$ cat src/rtl/lockreg_access_ctrl_pkg.sv
// Shared types and constants for the lock-protected register bank.
//   state_e      : access FSM states (IDLE -> EXEC -> RESP)
//   VIOL_CNT_W   : width of the rejected-write counter
//   VIOL_CNT_MAX : saturation value of that counter
//   idx_w()      : index width for a vector of n entries (minimum 1)
package lockreg_pkg;

    typedef enum logic [1:0] {
        IDLE = 2'd0,
        EXEC = 2'd1,
        RESP = 2'd2
    } state_e;

    localparam int unsigned VIOL_CNT_W = 8;
    localparam logic [VIOL_CNT_W-1:0] VIOL_CNT_MAX = '1;

    function automatic int unsigned idx_w(input int unsigned n);
        return (n > 1) ? $clog2(n) : 1;
    endfunction

endpackage

$ cat src/rtl/lockreg_access_ctrl_if.sv
// Request/response bus between the requesters and the register bank.
//   req_valid/req_write/req_lock : per-requester command bits
//   req_addr/req_wdata           : packed per-requester address and data
//   req_ready                    : one-hot accept
//   rsp_valid/rsp_rdata/rsp_err  : one-hot response strobe with shared payload
// master = requester side, slave = register bank side.
interface lockreg_access_ctrl_if #(
    parameter int unsigned NUM_REQ = 2,
    parameter int unsigned ADDR_W  = 2,
    parameter int unsigned DATA_W  = 16
);
    logic [NUM_REQ-1:0]        req_valid;
    logic [NUM_REQ-1:0]        req_ready;
    logic [NUM_REQ-1:0]        req_write;
    logic [NUM_REQ-1:0]        req_lock;
    logic [NUM_REQ*ADDR_W-1:0] req_addr;
    logic [NUM_REQ*DATA_W-1:0] req_wdata;
    logic [NUM_REQ-1:0]        rsp_valid;
    logic [DATA_W-1:0]         rsp_rdata;
    logic                      rsp_err;

    modport master (
        output req_valid, req_write, req_lock, req_addr, req_wdata,
        input  req_ready, rsp_valid, rsp_rdata, rsp_err
    );

    modport slave (
        input  req_valid, req_write, req_lock, req_addr, req_wdata,
        output req_ready, rsp_valid, rsp_rdata, rsp_err
    );
endinterface

$ cat src/rtl/lockreg_access_ctrl_rr_arbiter.sv
// Combinational round-robin arbiter: first requester at or after i_ptr wins.
//   i_req   : request vector
//   i_ptr   : highest-priority index
//   o_gnt_c : one-hot grant
//   o_idx_c : index of the granted requester
//   o_any_c : at least one request present
module rr_arbiter #(
    parameter int unsigned NUM_REQ = 2,
    parameter int unsigned IDX_W   = 1
) (
    input  logic [NUM_REQ-1:0] i_req,
    input  logic [IDX_W-1:0]   i_ptr,
    output logic [NUM_REQ-1:0] o_gnt_c,
    output logic [IDX_W-1:0]   o_idx_c,
    output logic               o_any_c
);

    logic [IDX_W-1:0] w_j;

    // Scan the requesters in rotated order, keep the first hit.
    always_comb begin
        o_gnt_c = '0;
        o_idx_c = '0;
        o_any_c = 1'b0;
        w_j     = '0;
        for (int unsigned i = 0; i < NUM_REQ; i++) begin
            w_j = IDX_W'((32'(i_ptr) + i) % NUM_REQ);
            if (!o_any_c && i_req[w_j]) begin
                o_any_c      = 1'b1;
                o_gnt_c[w_j] = 1'b1;
                o_idx_c      = w_j;
            end
        end
    end

endmodule

$ cat src/rtl/lockreg_access_ctrl.sv
// Arbitrated access to a bank of sticky-lock protected config registers.
// Rejected writes raise rsp_err, pulse viol_pulse and bump a saturating counter.
// Ports:
//   clk, resetn    : clock, async active-low reset
//   bus (slave)    : request/response bus from the requesters
//   scan_mode      : blocks all writes and hides locked registers from reads
//   debug_unlocked : observed only; never relaxes a lock
//   lock_status    : current lock bits
//   reg_q          : packed register contents
//   viol_pulse     : one-cycle strobe during EXEC of a rejected write
//   viol_count     : saturating rejected-write count
// Build option: LOCKREG_SCAN_CLEAR_EN clears register data (not locks) on a
// scan_mode rising edge.
module lockreg_access_ctrl
    import lockreg_pkg::*;
#(
    parameter int unsigned NUM_REQ  = 2,
    parameter int unsigned NUM_REGS = 4,
    parameter int unsigned DATA_W   = 16
) (
    input  logic                       clk,
    input  logic                       resetn,
    lockreg_access_ctrl_if.slave       bus,
    input  logic                       scan_mode,
    input  logic                       debug_unlocked,
    output logic [NUM_REGS-1:0]        lock_status,
    output logic [NUM_REGS*DATA_W-1:0] reg_q,
    output logic                       viol_pulse,
    output logic [VIOL_CNT_W-1:0]      viol_count
);

    localparam int unsigned ADDR_W = $clog2(NUM_REGS);
    localparam int unsigned IDX_W  = idx_w(NUM_REQ);

    state_e              r_state, w_state_nxt;
    logic [IDX_W-1:0]    r_ptr;
    logic [NUM_REQ-1:0]  w_gnt;
    logic [IDX_W-1:0]    w_gnt_idx;
    logic                w_any;
    logic [NUM_REQ-1:0]  w_ready;
    logic                w_viol_pulse;

    logic [IDX_W-1:0]    r_idx;
    logic                r_write;
    logic                r_lock;
    logic [ADDR_W-1:0]   r_addr;
    logic [DATA_W-1:0]   r_wdata;

    logic [DATA_W-1:0]   r_regs [NUM_REGS];
    logic [NUM_REGS-1:0] r_locks;
    logic [VIOL_CNT_W-1:0] r_viol_cnt;

    logic [NUM_REQ-1:0]  r_rsp_valid;
    logic [DATA_W-1:0]   r_rsp_rdata;
    logic                r_rsp_err;

    logic                w_addr_ok, w_locked, w_wr_ok, w_viol, w_rd_hidden, w_err;
    logic [DATA_W-1:0]   w_rdata;

    // Debug state is deliberately excluded from every access decision.
    logic w_unused_debug;
    assign w_unused_debug = debug_unlocked;

    rr_arbiter #(.NUM_REQ(NUM_REQ), .IDX_W(IDX_W)) u_arb (
        .i_req   (bus.req_valid),
        .i_ptr   (r_ptr),
        .o_gnt_c (w_gnt),
        .o_idx_c (w_gnt_idx),
        .o_any_c (w_any)
    );

    // Access decision on the captured command.
    assign w_addr_ok   = (32'(r_addr) < NUM_REGS);
    assign w_locked    = w_addr_ok && r_locks[r_addr];
    assign w_wr_ok     = w_addr_ok && !w_locked && !scan_mode;
    assign w_viol      = r_write && w_addr_ok && !w_wr_ok;
    assign w_rd_hidden = scan_mode && w_locked;
    assign w_err       = !w_addr_ok || (r_write ? !w_wr_ok : w_rd_hidden);
    assign w_rdata     = (!r_write && w_addr_ok && !w_rd_hidden) ? r_regs[r_addr] : '0;

    // State register.
    always_ff @(posedge clk or negedge resetn) begin
        if (!resetn) r_state <= IDLE;
        else         r_state <= w_state_nxt;
    end

    // Next state; accept and violation strobes are decoded from state.
    always_comb begin
        w_state_nxt  = r_state;
        w_ready      = '0;
        w_viol_pulse = 1'b0;
        case (r_state)
            IDLE: if (w_any) begin
                w_ready     = w_gnt;
                w_state_nxt = EXEC;
            end
            EXEC: begin
                w_viol_pulse = w_viol;
                w_state_nxt  = RESP;
            end
            RESP:    w_state_nxt = IDLE;
            default: w_state_nxt = IDLE;
        endcase
    end

`ifdef LOCKREG_SCAN_CLEAR_EN
    logic r_scan_d;
    logic w_scan_clr;
    assign w_scan_clr = scan_mode && !r_scan_d;

    always_ff @(posedge clk or negedge resetn) begin
        if (!resetn) r_scan_d <= 1'b0;
        else         r_scan_d <= scan_mode;
    end
`else
    logic w_scan_clr;
    assign w_scan_clr = 1'b0;
`endif

    // Command capture, register/lock/counter update, response and pointer.
    always_ff @(posedge clk or negedge resetn) begin
        if (!resetn) begin
            r_ptr       <= '0;
            r_idx       <= '0;
            r_write     <= 1'b0;
            r_lock      <= 1'b0;
            r_addr      <= '0;
            r_wdata     <= '0;
            r_locks     <= '0;
            r_viol_cnt  <= '0;
            r_rsp_valid <= '0;
            r_rsp_rdata <= '0;
            r_rsp_err   <= 1'b0;
            for (int i = 0; i < NUM_REGS; i++) r_regs[i] <= '0;
        end else begin
            r_rsp_valid <= '0;
            r_rsp_rdata <= '0;
            r_rsp_err   <= 1'b0;
            case (r_state)
                IDLE: if (w_any) begin
                    r_idx   <= w_gnt_idx;
                    r_write <= bus.req_write[w_gnt_idx];
                    r_lock  <= bus.req_lock[w_gnt_idx];
                    r_addr  <= bus.req_addr[w_gnt_idx*ADDR_W +: ADDR_W];
                    r_wdata <= bus.req_wdata[w_gnt_idx*DATA_W +: DATA_W];
                end
                EXEC: begin
                    if (r_write && w_wr_ok) begin
                        r_regs[r_addr] <= r_wdata;
                        if (r_lock) r_locks[r_addr] <= 1'b1;
                    end
                    if (w_viol && (r_viol_cnt != VIOL_CNT_MAX))
                        r_viol_cnt <= r_viol_cnt + VIOL_CNT_W'(1);
                    r_rsp_valid <= NUM_REQ'(1) << r_idx;
                    r_rsp_rdata <= w_rdata;
                    r_rsp_err   <= w_err;
                end
                RESP: r_ptr <= (32'(r_idx) == NUM_REQ - 1) ? '0 : r_idx + IDX_W'(1);
                default: ;
            endcase
            // Scan-entry clear wins over a same-cycle write; locks survive.
            if (w_scan_clr) begin
                for (int i = 0; i < NUM_REGS; i++) r_regs[i] <= '0;
            end
        end
    end

    assign bus.req_ready = w_ready;
    assign bus.rsp_valid = r_rsp_valid;
    assign bus.rsp_rdata = r_rsp_rdata;
    assign bus.rsp_err   = r_rsp_err;
    assign viol_pulse    = w_viol_pulse;
    assign viol_count    = r_viol_cnt;
    assign lock_status   = r_locks;

    for (genvar g = 0; g < NUM_REGS; g++) begin : g_regq
        assign reg_q[g*DATA_W +: DATA_W] = r_regs[g];
    end

endmodule

$ cat src/flat_wrapper.sv
// flat-port wrapper written by rule: the top's interface ports become plain ports
module lockreg_access_ctrl_flat import lockreg_pkg::*;
#(
    parameter int unsigned NUM_REQ  = 2,
    parameter int unsigned NUM_REGS = 4,
    parameter int unsigned DATA_W   = 16
)
  (clk, resetn, scan_mode, debug_unlocked, lock_status, reg_q, viol_pulse, viol_count, bus_req_valid, bus_req_write, bus_req_lock, bus_req_addr, bus_req_wdata, bus_req_ready, bus_rsp_valid, bus_rsp_rdata, bus_rsp_err);
  lockreg_access_ctrl_if #(.NUM_REQ(NUM_REQ), .ADDR_W(2), .DATA_W(DATA_W)) bus_i ();
  input  logic clk;
  input  logic resetn;
  input  logic scan_mode;
  input  logic debug_unlocked;
  output logic [NUM_REGS-1:0] lock_status;
  output logic [NUM_REGS*DATA_W-1:0] reg_q;
  output logic viol_pulse;
  output logic [VIOL_CNT_W-1:0] viol_count;
  input wire logic [$bits(bus_i.req_valid)-1:0] bus_req_valid;
  input wire logic [$bits(bus_i.req_write)-1:0] bus_req_write;
  input wire logic [$bits(bus_i.req_lock)-1:0] bus_req_lock;
  input wire logic [$bits(bus_i.req_addr)-1:0] bus_req_addr;
  input wire logic [$bits(bus_i.req_wdata)-1:0] bus_req_wdata;
  output wire logic [$bits(bus_i.req_ready)-1:0] bus_req_ready;
  output wire logic [$bits(bus_i.rsp_valid)-1:0] bus_rsp_valid;
  output wire logic [$bits(bus_i.rsp_rdata)-1:0] bus_rsp_rdata;
  output wire logic [$bits(bus_i.rsp_err)-1:0] bus_rsp_err;
  assign bus_i.req_valid = bus_req_valid;
  assign bus_i.req_write = bus_req_write;
  assign bus_i.req_lock = bus_req_lock;
  assign bus_i.req_addr = bus_req_addr;
  assign bus_i.req_wdata = bus_req_wdata;
  assign bus_req_ready = bus_i.req_ready;
  assign bus_rsp_valid = bus_i.rsp_valid;
  assign bus_rsp_rdata = bus_i.rsp_rdata;
  assign bus_rsp_err = bus_i.rsp_err;
  lockreg_access_ctrl #(.NUM_REQ(NUM_REQ), .NUM_REGS(NUM_REGS), .DATA_W(DATA_W)) u_core (.clk(clk), .resetn(resetn), .bus(bus_i), .scan_mode(scan_mode), .debug_unlocked(debug_unlocked), .lock_status(lock_status), .reg_q(reg_q), .viol_pulse(viol_pulse), .viol_count(viol_count));
endmodule
$ cat config.mk
export PLATFORM = sky130hd
export DESIGN_NAME = lockreg_access_ctrl_flat
export DESIGN_NICKNAME = d
export VERILOG_FILES = /design/src/rtl/lockreg_access_ctrl_pkg.sv /design/src/rtl/lockreg_access_ctrl_if.sv /design/src/rtl/lockreg_access_ctrl_rr_arbiter.sv /design/src/rtl/lockreg_access_ctrl.sv /design/src/flat_wrapper.sv
export SDC_FILE = /design/constraint.sdc
export NUM_CORES = 1
export LEC_CHECK = 0
export ABC_CLOCK_PERIOD_IN_PS = 3400
export BUFFER_PORTS_ARGS = -buffer_cell sky130_fd_sc_hd__buf_4
export CAP_MARGIN = 20
export CORE_MARGIN = 1
export CORE_UTILIZATION = 41
export CTS_BUF_LIST = sky130_fd_sc_hd__clkbuf_4 sky130_fd_sc_hd__clkbuf_8 sky130_fd_sc_hd__clkbuf_16
export DETAILED_ROUTE_END_ITERATION = 10
export PLACE_DENSITY = 0.65
export SYNTH_ARGS = -nofsm -noshare
export SYNTH_HDL_FRONTEND = slang
export SYNTH_SLANG_ARGS = --single-unit
$ cat constraint.sdc
create_clock -name clk -period 3.4 [get_ports clk]
set_input_delay 0.68 -clock clk [delete_from_list [all_inputs] [get_ports clk]]
set_output_delay 0.68 -clock clk [all_outputs]
set_load 0.05 [all_outputs]
==> results of run 1 <==
-- worst max-delay path: stages (launching register included) --
cell and delay [ps]:
sky130_fd_sc_hd__dfrtp_2 460, sky130_fd_sc_hd__mux4_2 570, sky130_fd_sc_hd__o21ai_2 270, sky130_fd_sc_hd__inv_1 120, sky130_fd_sc_hd__buf_4 210
-- kinds of logic (layout without fill, tap and decap cells) --
| logic type | after synthesis | in the layout |
|---|---|---|
| flops | 119 | 119 |
| mux | 103 | 103 |
| simple gates | 75 | 75 |
| compound gates | 36 | 36 |
| buf+inv | 25 | 185 |
| xor+xnor | 5 | 5 |
| fa+ha+maj | 1 | 1 |
-- final timing paths --
check | from | endpoint | slack (ps) | cells after the start
min | resetn | u_core.bus.rsp_rdata[2] | 300 | 1
max reg2reg | u_core.r_addr[0] | u_core.reg_q[22] | 1130 | 5
max in group asynchronous | resetn | u_core.reg_q[51] | 2300 | 2
min reg2reg | u_core.r_idx | u_core.bus.rsp_valid[0] | 460 | 1
max | u_core.r_addr[0] | viol_pulse | 680 | 4
min in group clk | u_core.r_idx | u_core.bus.rsp_valid[0] | 460 | 1
-- layout by cell type (no fill, tap or decap), drive strengths merged --
cell type  instances
or3b               1
nor2b             17
nor4b              1
a21oi             25
bufinv             5
ha                 1
nand3              4
clkbuf            22
mux2              65
and3b              1
mux2i             21
o21bai             1
inv                5
o21a               1
clkinv             3
or2b               1
nor3               3
o21ai              3
nand2b             1
or2                1
a31o               2
nand2             10
mux4              17
nor2              30
nand4b             1
nor4               3
xor2               5
buf              149
dfrtp            119
nand4              1
a2111oi            1
a31oi              1
a21o               2
clkinvlp           1
-- cell type report --
| class | instances | share of cell area |
|---|---|---|
| sequential | 119 | 0.422 |
| multi-input combinational | 220 | 0.290 |
| timing repair buffer | 149 | 0.163 |
| clock buffer | 22 | 0.0674 |
| tap | 168 | 0.0298 |
| clock inverter | 9 | 0.0245 |
| inverter | 5 | 0.00266 |
-- routing by layer --
metal  vias to the layer above  share of wire  global-route usage
met5                         -              0                   0
met4                         0          0.014              0.0693
met3                        13          0.038              0.0420
met2                        87           0.52               0.326
met1                      1742           0.43               0.269
li1                       1598              -                   -
-- power breakdown --
part / switching (mW) / internal [mW] / leakage [nW]
registers: 0.517 / 1.96 / 1.53
clock network: 0.602 / 1.35 / 0.320
logic: 2.27 / 1.33 / 1.70
total: 3.39 / 4.65 / 3.55
-- registers in the layout, summed over array words and instances, names as in the netlist --
name                  flops
u_core.lock_status        4
u_core.bus.rsp_valid      2
u_core.bus.rsp_rdata     16
u_core.viol_count         8
u_core.r_idx              1
u_core.r_state            2
u_core.r_write            1
u_core.bus.rsp_err        1
u_core.r_wdata           16
u_core.r_addr             2
u_core.r_lock             1
u_core.reg_q             64
u_core.r_ptr              1
-- metrics by stage --
step                      instance area (µm²)  std cells  power (mW)  utilization  hold slack, ps
after floorplan                          5140        364        4.99            -             384
after global placement                   6380        660        6.04        0.527             435
after detailed placement                 6380        660        6.13        0.527             443
after CTS                                7030        691        8.11        0.580             330
after global routing                     7050        692        8.42        0.582             357
final                                    7050        692        8.04        0.582             302
==> results.toml, run 1 <==
[outcome]
status = "complete, no violations"

[clocking]
worst_setup_hold_path_clk_slew_ps = 50
cts-root-to-sink-buffers = 2
clock-sinks = 119
clkLatencyLatePin_ps = 410
cts_htree_levels = 4
postCtsResizedCells = 0
cts_tree = "done"
postCtsHoldBufs = 0
cts_buffers = 17
post_cts_buffers = 0
clock_tree_root = "sky130_fd_sc_hd__clkbuf_16"

[floorplan]
die_width_um = 114
initial_core_utilization = 0.424
area_of_the_die_mm2 = 0.0130
die-height_um = 114
floorplan.core_area_mm2 = 0.0121
rows = 40
ioPinCount = 144

[grt]
grt_remaining_overflow = 0
grt_first_pass_wirelength_um = 19400
via_count_of_the_first_global_routing_pass = 3525
grt_start_max_net_pins = 70
antenna_found_initial = 0
grt_use_total = 0.201

[detailed_routing]
wl_per_instance_um = 17.9
vias = 3440
detailedRoute.firstPassIterationCount = 4
ant_nets = 0
post-route-drc-count = 0
initialDrtViolationCount = 170
postRouteWirelength_um = 12400
routed_via_density = 4.97

[timing]
tightestPinTransition_ps = 869
grt_setup_unrepaired = "false"
maxClockFrequency_mhz = 368
finalCritPeriodShare = 0.800
postLayoutSetupSlackWorst_ps = 681
fin_worst_skew_ps = 13.7
final_max_slew_viol_count = 0
fin_tns_setup_ps = 0
period_minus_slack_ps = 2720
finalHoldViolations = 0
setup_viol = 0
slew_headroom = 0.419

[yosys]
xor_xnor_cell_area_share_of_the_yosys_netlist = 0.00852
synth.top_cells.by_area = "sky130_fd_sc_hd__dfrtp_1 (58%), sky130_fd_sc_hd__mux2_2 (12%), sky130_fd_sc_hd__mux4_2 (7.4%), sky130_fd_sc_hd__mux2i_1 (4.1%), sky130_fd_sc_hd__mux2_4 (2.9%)"
synth_top_flop_cell = "sky130_fd_sc_hd__dfrtp_1"
cell_area_after_synthesis_mm2 = 0.00514
post-synth-top-area-cell = "sky130_fd_sc_hd__dfrtp_1"
synthesized_area_fraction_occupied_by_ao_oa_aoi_and_oai_cells = 0.0438
synth_instances = 364
synth.mux.area_fraction = 0.265
post_synth_fa_ha_maj_area_fraction = 0.00243
yosys.area_share.simple = 0.0755
yosys_warnings = 0
post-synth-top-count-cell = "sky130_fd_sc_hd__dfrtp_1"
synth_top_family_by_area = "multiplexers"
synth_edf_count = 0
netlist.area_leader.share = 0.579
synth-async-reset-ratio = 1.00
synth_commonest_cells = "sky130_fd_sc_hd__dfrtp_1 (119), sky130_fd_sc_hd__mux2_2 (53), sky130_fd_sc_hd__nor2_1 (30)"
synth.lib_cells_used.distinct = 40
ys_seq_elements = 119
postSynthAreaPerCell_um2 = 14.1
seq_area_frac_synth = 0.579
synth_fp_nets = 411

[cells_and_area]
drive_gt1_frac = 0.519
insertedDiodeCount = 0
fillCellCount = 1048
finish.net_count = 559
synth_to_layout_area_growth_pct = 37.2
multiInputGateArea_mm2 = 0.00205
ff_latch_area_mm2 = 0.00298

[placement]
post-place-ws_ps = 880
finalWeightedCongestion = 0.780
port_bufs = 142
dp_hpwl_um = 8160

[run]
max_cap_violations = 0

[worst_setup_path]
endpoint_kind = "output port"
critical_path_fanout_max = 7
crit_required_ps = 2720
worstPathArrival_ps = 2040
timing.setup.critical_path_class = "register to output port"
crit_path_start_kind = "register"

[hold_path]
hold_class = "input port to asynchronous set/reset pin"

[power_and_ir_drop]
power.ir.vdd_worst_mv = 0.556
power.static_leakage_nw = 3.55
powerDensity_mw_per_mm2 = 1140
Power figures use the tool's default switching activity.
==> run 2: changes to the inputs <==
- ABC_AREA: unset -> 1
- ABC_CLOCK_PERIOD_IN_PS: 3400 -> 2600
- PLACE_DENSITY: 0.65 -> unset
- clock period: 3.4 -> 2.6 ns (I/O delays scaled with it)
==> results.toml, run 2 <==
[outcome]
status = "complete, no violations"

[floorplan]
die-height_um = 121
ioPinCount = 144
initial_core_utilization = 0.428
floorplan.core_area_mm2 = 0.0135
rows = 42
die_width_um = 121
area_of_the_die_mm2 = 0.0145

[cells_and_area]
finish.net_count = 899
mostFrequentLayoutCell = "sky130_fd_sc_hd__nand2_1"
synth_to_layout_area_growth_pct = 31.2
post-route-cell-area_mm2 = 0.00756
final_cell_mix = "sky130_fd_sc_hd__nand2_1 (347), sky130_fd_sc_hd__buf_4 (155), sky130_fd_sc_hd__dfrtp_1 (119)"
drive_gt1_frac = 0.238
insertedDiodeCount = 0
number_of_flip_flops_in_the_largest_register = 64

[detailed_routing]
postRouteWirelength_um = 16400
ant_nets = 0
routed_via_density = 5.23
wl_per_instance_um = 15.8
initialDrtViolationCount = 586
detailedRoute.firstPassIterationCount = 5
vias = 5444
post-route-drc-count = 0

[clocking]
cts_htree_levels = 4
post_cts_buffers = 0
postCtsResizedCells = 0
postCtsHoldBufs = 0
cts_tree = "done"
cts_buffers = 17
cts-root-to-sink-buffers = 2
clock-sinks = 119
clkLatencyLatePin_ps = 420
worst_setup_hold_path_clk_slew_ps = 60
clock_tree_root = "sky130_fd_sc_hd__clkbuf_16"

[power_and_ir_drop]
power_switching_mw = 5.37
share_comb_of_total_power = 0.471
power.static_leakage_nw = 4.16
clock_power_share = 0.225
powerDensity_mw_per_mm2 = 1440
power_frac_seq = 0.305
sw_frac_of_total = 0.495
p_int_mw = 5.49
power.ir.vdd_worst_mv = 0.519

[timing]
fin_worst_skew_ps = 11.3
final_max_slew_viol_count = 0
slew_headroom = 0.552
period_minus_slack_ps = 2250
tightestPinTransition_ps = 673
grt_setup_unrepaired = "false"
finalCritPeriodShare = 0.867
setup_viol = 0
fin_tns_setup_ps = 0
maxClockFrequency_mhz = 444
finalHoldViolations = 0

[yosys]
synth_fp_nets = 768
postSynthAreaPerCell_um2 = 7.99
cell_area_after_synthesis_mm2 = 0.00576
synth_instances = 721
synth-async-reset-ratio = 1.00
synth_edf_count = 0
yosys_warnings = 0
post-synth-top-area-cell = "sky130_fd_sc_hd__dfrtp_1"
post-synth-top-count-cell = "sky130_fd_sc_hd__nand2_1"
synth.top_cells.by_area = "sky130_fd_sc_hd__dfrtp_1 (52%), sky130_fd_sc_hd__nand2_1 (23%), sky130_fd_sc_hd__nand4_1 (8.4%), sky130_fd_sc_hd__nor2_1 (2.6%), sky130_fd_sc_hd__nand3_1 (2.3%)"
synth.lib_cells_used.distinct = 27
netlist.area_leader.share = 0.517
seq_area_frac_synth = 0.517
synth_commonest_cells = "sky130_fd_sc_hd__nand2_1 (347), sky130_fd_sc_hd__dfrtp_1 (119), sky130_fd_sc_hd__nand4_1 (77)"
ys_seq_elements = 119
synth_top_flop_cell = "sky130_fd_sc_hd__dfrtp_1"

[placement]
port_bufs = 142
dp_hpwl_um = 11400
finalWeightedCongestion = 0.807
placed_cell_area_mm2 = 0.00693

[grt]
grt_use_total = 0.235
grt_start_max_net_pins = 120
via_count_of_the_first_global_routing_pass = 4949
grt_first_pass_wirelength_um = 26200
antenna_found_initial = 0
grt_remaining_overflow = 0

[worst_setup_path]
worst-path-buf-inv = 3
critical-path-max-stage-delay_ps = 390
worstPathArrival_ps = 1730
crit_chain = "inv_1, nand2_2, nor2_4, nand2_1, inv_1, buf_4"
timing.reg2reg.worst_path_depth = 8
timing.setup.critical_path_class = "register to output port"
cp_top_family = "simple AND/OR/NAND/NOR gates"
crit_required_ps = 2080
most_frequent_cp_cell = "sky130_fd_sc_hd__inv_1"
critical_path.slowest_cell = "sky130_fd_sc_hd__dfrtp_1"
crit_path_start_kind = "register"
critical_path_cell_count = 6
critical_path_fanout_max = 9
endpoint_kind = "output port"

[hold_path]
hold_class = "input port to asynchronous set/reset pin"

[run]
max_cap_violations = 0
==> run 2: stage by stage <==
| step | power, mW | util | worst slack [ps] | hold WS (ps) | instances |
|---|---|---|---|---|---|
| 2_1_floorplan | 6.71 | - | 486 | 224 | 721 |
| 3_3_place_gp | 8.30 | 0.515 | 639 | 465 | 1009 |
| 3_5_place_dp | 8.42 | 0.515 | 578 | 457 | 1009 |
| 4_1_cts | 10.9 | 0.562 | 331 | 231 | 1041 |
| 5_1_grt | 11.4 | 0.562 | 245 | 245 | 1041 |
| 6_report | 10.9 | 0.562 | 345 | 138 | 1041 |
==> run 2: layout make-up <==
type / count / area (µm²)
clock inverter: 13 / 170
fill: 1307 / 5900
multi-input combinational: 532 / 2440
timing repair buffer: 157 / 1200
sequential: 119 / 2980
tap: 176 / 220
inverter: 25 / 93.8
clock buffer: 19 / 453
==> run 2: worst paths after layout <==
| kind | startpoint | slack, ps | to |
|---|---|---|---|
| max in group asynchronous | resetn | 1910 | u_core.lock_status[3] |
| max reg2reg | u_core.r_addr[0] | 740 | u_core.bus.rsp_rdata[15] |
| min | resetn | 140 | u_core.viol_count[5] |
| max | u_core.r_state[1] | 350 | viol_pulse |
| min in group clk | bus_req_wdata[13] | 390 | u_core.r_wdata[13] |
| min reg2reg | u_core.r_idx | 470 | u_core.bus.rsp_valid[0] |
==> run 2: kinds of logic after synthesis <==
logic type | Yosys count | share of synthesized area
XOR/XNOR | 2 | 0.00304
AO/OA/AOI/OAI | 24 | 0.0272
buffers and inverters | 70 | 0.0604
AND/OR/NAND/NOR | 505 | 0.390
flip-flops | 119 | 0.517
adder cells (fa/ha/maj) | 1 | 0.00217
==> run 2: layer usage <==
metal | GRT usage | wire (µm)
met5 | 0 | 0
met3 | 0.0542 | 1360
met1 | 0.343 | 7550
met4 | 0.0679 | 182
met2 | 0.347 | 7340
==> run 2: power by group through the flow <==
stage	Clock, mW	Sequential, mW	Combinational [mW]
4_1_cts	2.46	3.28	5.13
3_5_place_dp	0	3.30	5.11
6_report	2.44	3.31	5.11
3_3_place_gp	0	3.27	5.03
2_1_floorplan	0	4.75	1.95
5_1_grt	2.55	3.38	5.49
==> run 2: worst register-to-register path: stages (launching register included) <==
cell and delay [ps]:
sky130_fd_sc_hd__dfrtp_1 410, sky130_fd_sc_hd__buf_4 210, sky130_fd_sc_hd__nand2_1 80, sky130_fd_sc_hd__nand2_1 50, sky130_fd_sc_hd__nand2_1 90, sky130_fd_sc_hd__nand2_2 100, sky130_fd_sc_hd__a21oi_4 220, sky130_fd_sc_hd__nand2_1 360
sky130_fd_sc_hd__nor2_1 240
==> run 3: changes to the inputs <==
- CELL_PAD_IN_SITES_DETAIL_PLACEMENT: unset -> 1
- CELL_PAD_IN_SITES_GLOBAL_PLACEMENT: unset -> 1
- CORE_UTILIZATION: 41 -> 39
- PLACE_DENSITY_LB_ADDON: unset -> 0.1
==> results.toml, run 3 (synthesis results as in run 2) <==
[clocking]
cts_tree = "done"
cts_buffers = 17
clock_tree_root = "sky130_fd_sc_hd__clkbuf_16"
clkLatencyLatePin_ps = 410
clock-sinks = 119
postCtsHoldBufs = 0
cts_htree_levels = 4
postCtsResizedCells = 0
post_cts_buffers = 0
cts-root-to-sink-buffers = 2
worst_setup_hold_path_clk_slew_ps = 60

[placement]
dp_hpwl_um = 12800
placed_cell_area_mm2 = 0.00696
finalWeightedCongestion = 0.827
port_bufs = 142

[detailed_routing]
ant_nets = 0
detailedRoute.firstPassIterationCount = 4
met3RoutedLength_um = 960
dr_wl_met2_um = 8510
routed_via_density = 5.23
routed.top_layer = "met4"
vias = 5488
post-route-drc-count = 0
initialDrtViolationCount = 435
postRouteWirelength_um = 18200
route.layer.met1.wl_um = 8450
wl_per_instance_um = 17.3

[worst_setup_path]
endpoint_kind = "output port"
rrSetupSlack_ps = 570
most_frequent_cp_cell = "sky130_fd_sc_hd__nand2_1"
crit_required_ps = 2080
crit_chain = "inv_2, nand2_1, nand2_1, nand2_1, nand3_1, nand2_1, inv_1, buf_4"
worstPathArrival_ps = 1830
crit_path_start_kind = "register"
timing.setup.critical_path_class = "register to output port"
critical_path.slowest_cell = "sky130_fd_sc_hd__dfrtp_1"
critical_path_fanout_max = 12
critical-path-max-stage-delay_ps = 410

[cells_and_area]
number_of_flip_flops_in_the_largest_register = 64
mostFrequentLayoutCell = "sky130_fd_sc_hd__nand2_1"
synth_to_layout_area_growth_pct = 31.8
drive_gt1_frac = 0.238
finish.utilization = 0.524
post-route-cell-area_mm2 = 0.00759
fillCellCount = 1752
final_cell_mix = "sky130_fd_sc_hd__nand2_1 (347), sky130_fd_sc_hd__buf_4 (154), sky130_fd_sc_hd__dfrtp_1 (119)"
ff_latch_area_mm2 = 0.00298
multiInputGateArea_mm2 = 0.00244
finish.net_count = 899
insertedDiodeCount = 0

[timing]
fin_tns_setup_ps = 0
setup_viol = 0
finalCritPeriodShare = 0.903
final_max_slew_viol_count = 0
maxClockFrequency_mhz = 426
finalHoldViolations = 0
fin_worst_skew_ps = 6.66
grt_setup_unrepaired = "false"
period_minus_slack_ps = 2350
tightestPinTransition_ps = 658
slew_headroom = 0.561

[grt]
grt_use_total = 0.253
grt_start_max_net_pins = 69
grt_first_pass_wirelength_um = 29000
via_count_of_the_first_global_routing_pass = 5355
grt_remaining_overflow = 0
antenna_found_initial = 0

[floorplan]
initial_core_utilization = 0.398
ioPinCount = 144
area_of_the_die_mm2 = 0.0153
rows = 44
die-height_um = 124
die_width_um = 124
floorplan.core_area_mm2 = 0.0145

[power_and_ir_drop]
power.ir.vdd_worst_mv = 0.573
powerDensity_mw_per_mm2 = 1450
total_power_mw = 11.0
power.static_leakage_nw = 4.17

[run]
max_cap_violations = 0

[outcome]
status = "complete, no violations"

[hold_path]
hold_class = "input port to asynchronous set/reset pin"
==> run 3: worst max-delay path: cells and delay by family, from the launching register on <==
family                 cells  cell delay, ps
and+or+nand+nor            5             490
DFF                        1             410
buffers and inverters      3             530
==> run 3: path summary, 6_finish.rpt <==
path | from | end | cells past startpoint
hold reg to reg | u_core.r_idx | u_core.bus.rsp_valid[0] | 1
setup reg to reg | u_core.r_state[1] | u_core.reg_q[2] | 7
min in group clk | bus_req_wdata[4] | u_core.r_wdata[4] | 5
max in group asynchronous | resetn | u_core.reg_q[55] | 2
hold / removal | resetn | u_core.viol_count[4] | 1
setup / recovery | u_core.r_addr[0] | viol_pulse | 8
==> run 3: final cells by class <==
| class | count | share of cell area |
|---|---|---|
| Clock buffer | 20 | 0.0607 |
| Tap cell | 184 | 0.0303 |
| Clock inverter | 12 | 0.0231 |
| Sequential cell | 119 | 0.392 |
| Timing Repair Buffer | 157 | 0.160 |
| Inverter | 25 | 0.0124 |
| Multi-Input combinational cell | 532 | 0.321 |
==> run 3: per-layer routing <==
metal	track usage	vias up
li1	-	2615
met3	0.0484	22
met4	0.0753	0
met2	0.390	159
met5	0	-
met1	0.358	2692
==> run 3: where the power goes <==
part	switching [mW]	internal, mW	leakage [nW]	total (mW)
combinational	3.80	1.40	2.28	5.21
sequential	0.795	2.52	1.58	3.32
clock	0.855	1.66	0.305	2.52
==> run 3: stage by stage <==
step,instances,hold WS (ps),worst slack [ps]
2_1_floorplan,721,224,486
3_3_place_gp,1017,464,598
3_5_place_dp,1017,468,485
4_1_cts,1049,155,237
5_1_grt,1049,186,96.2
6_report,1049,131,252
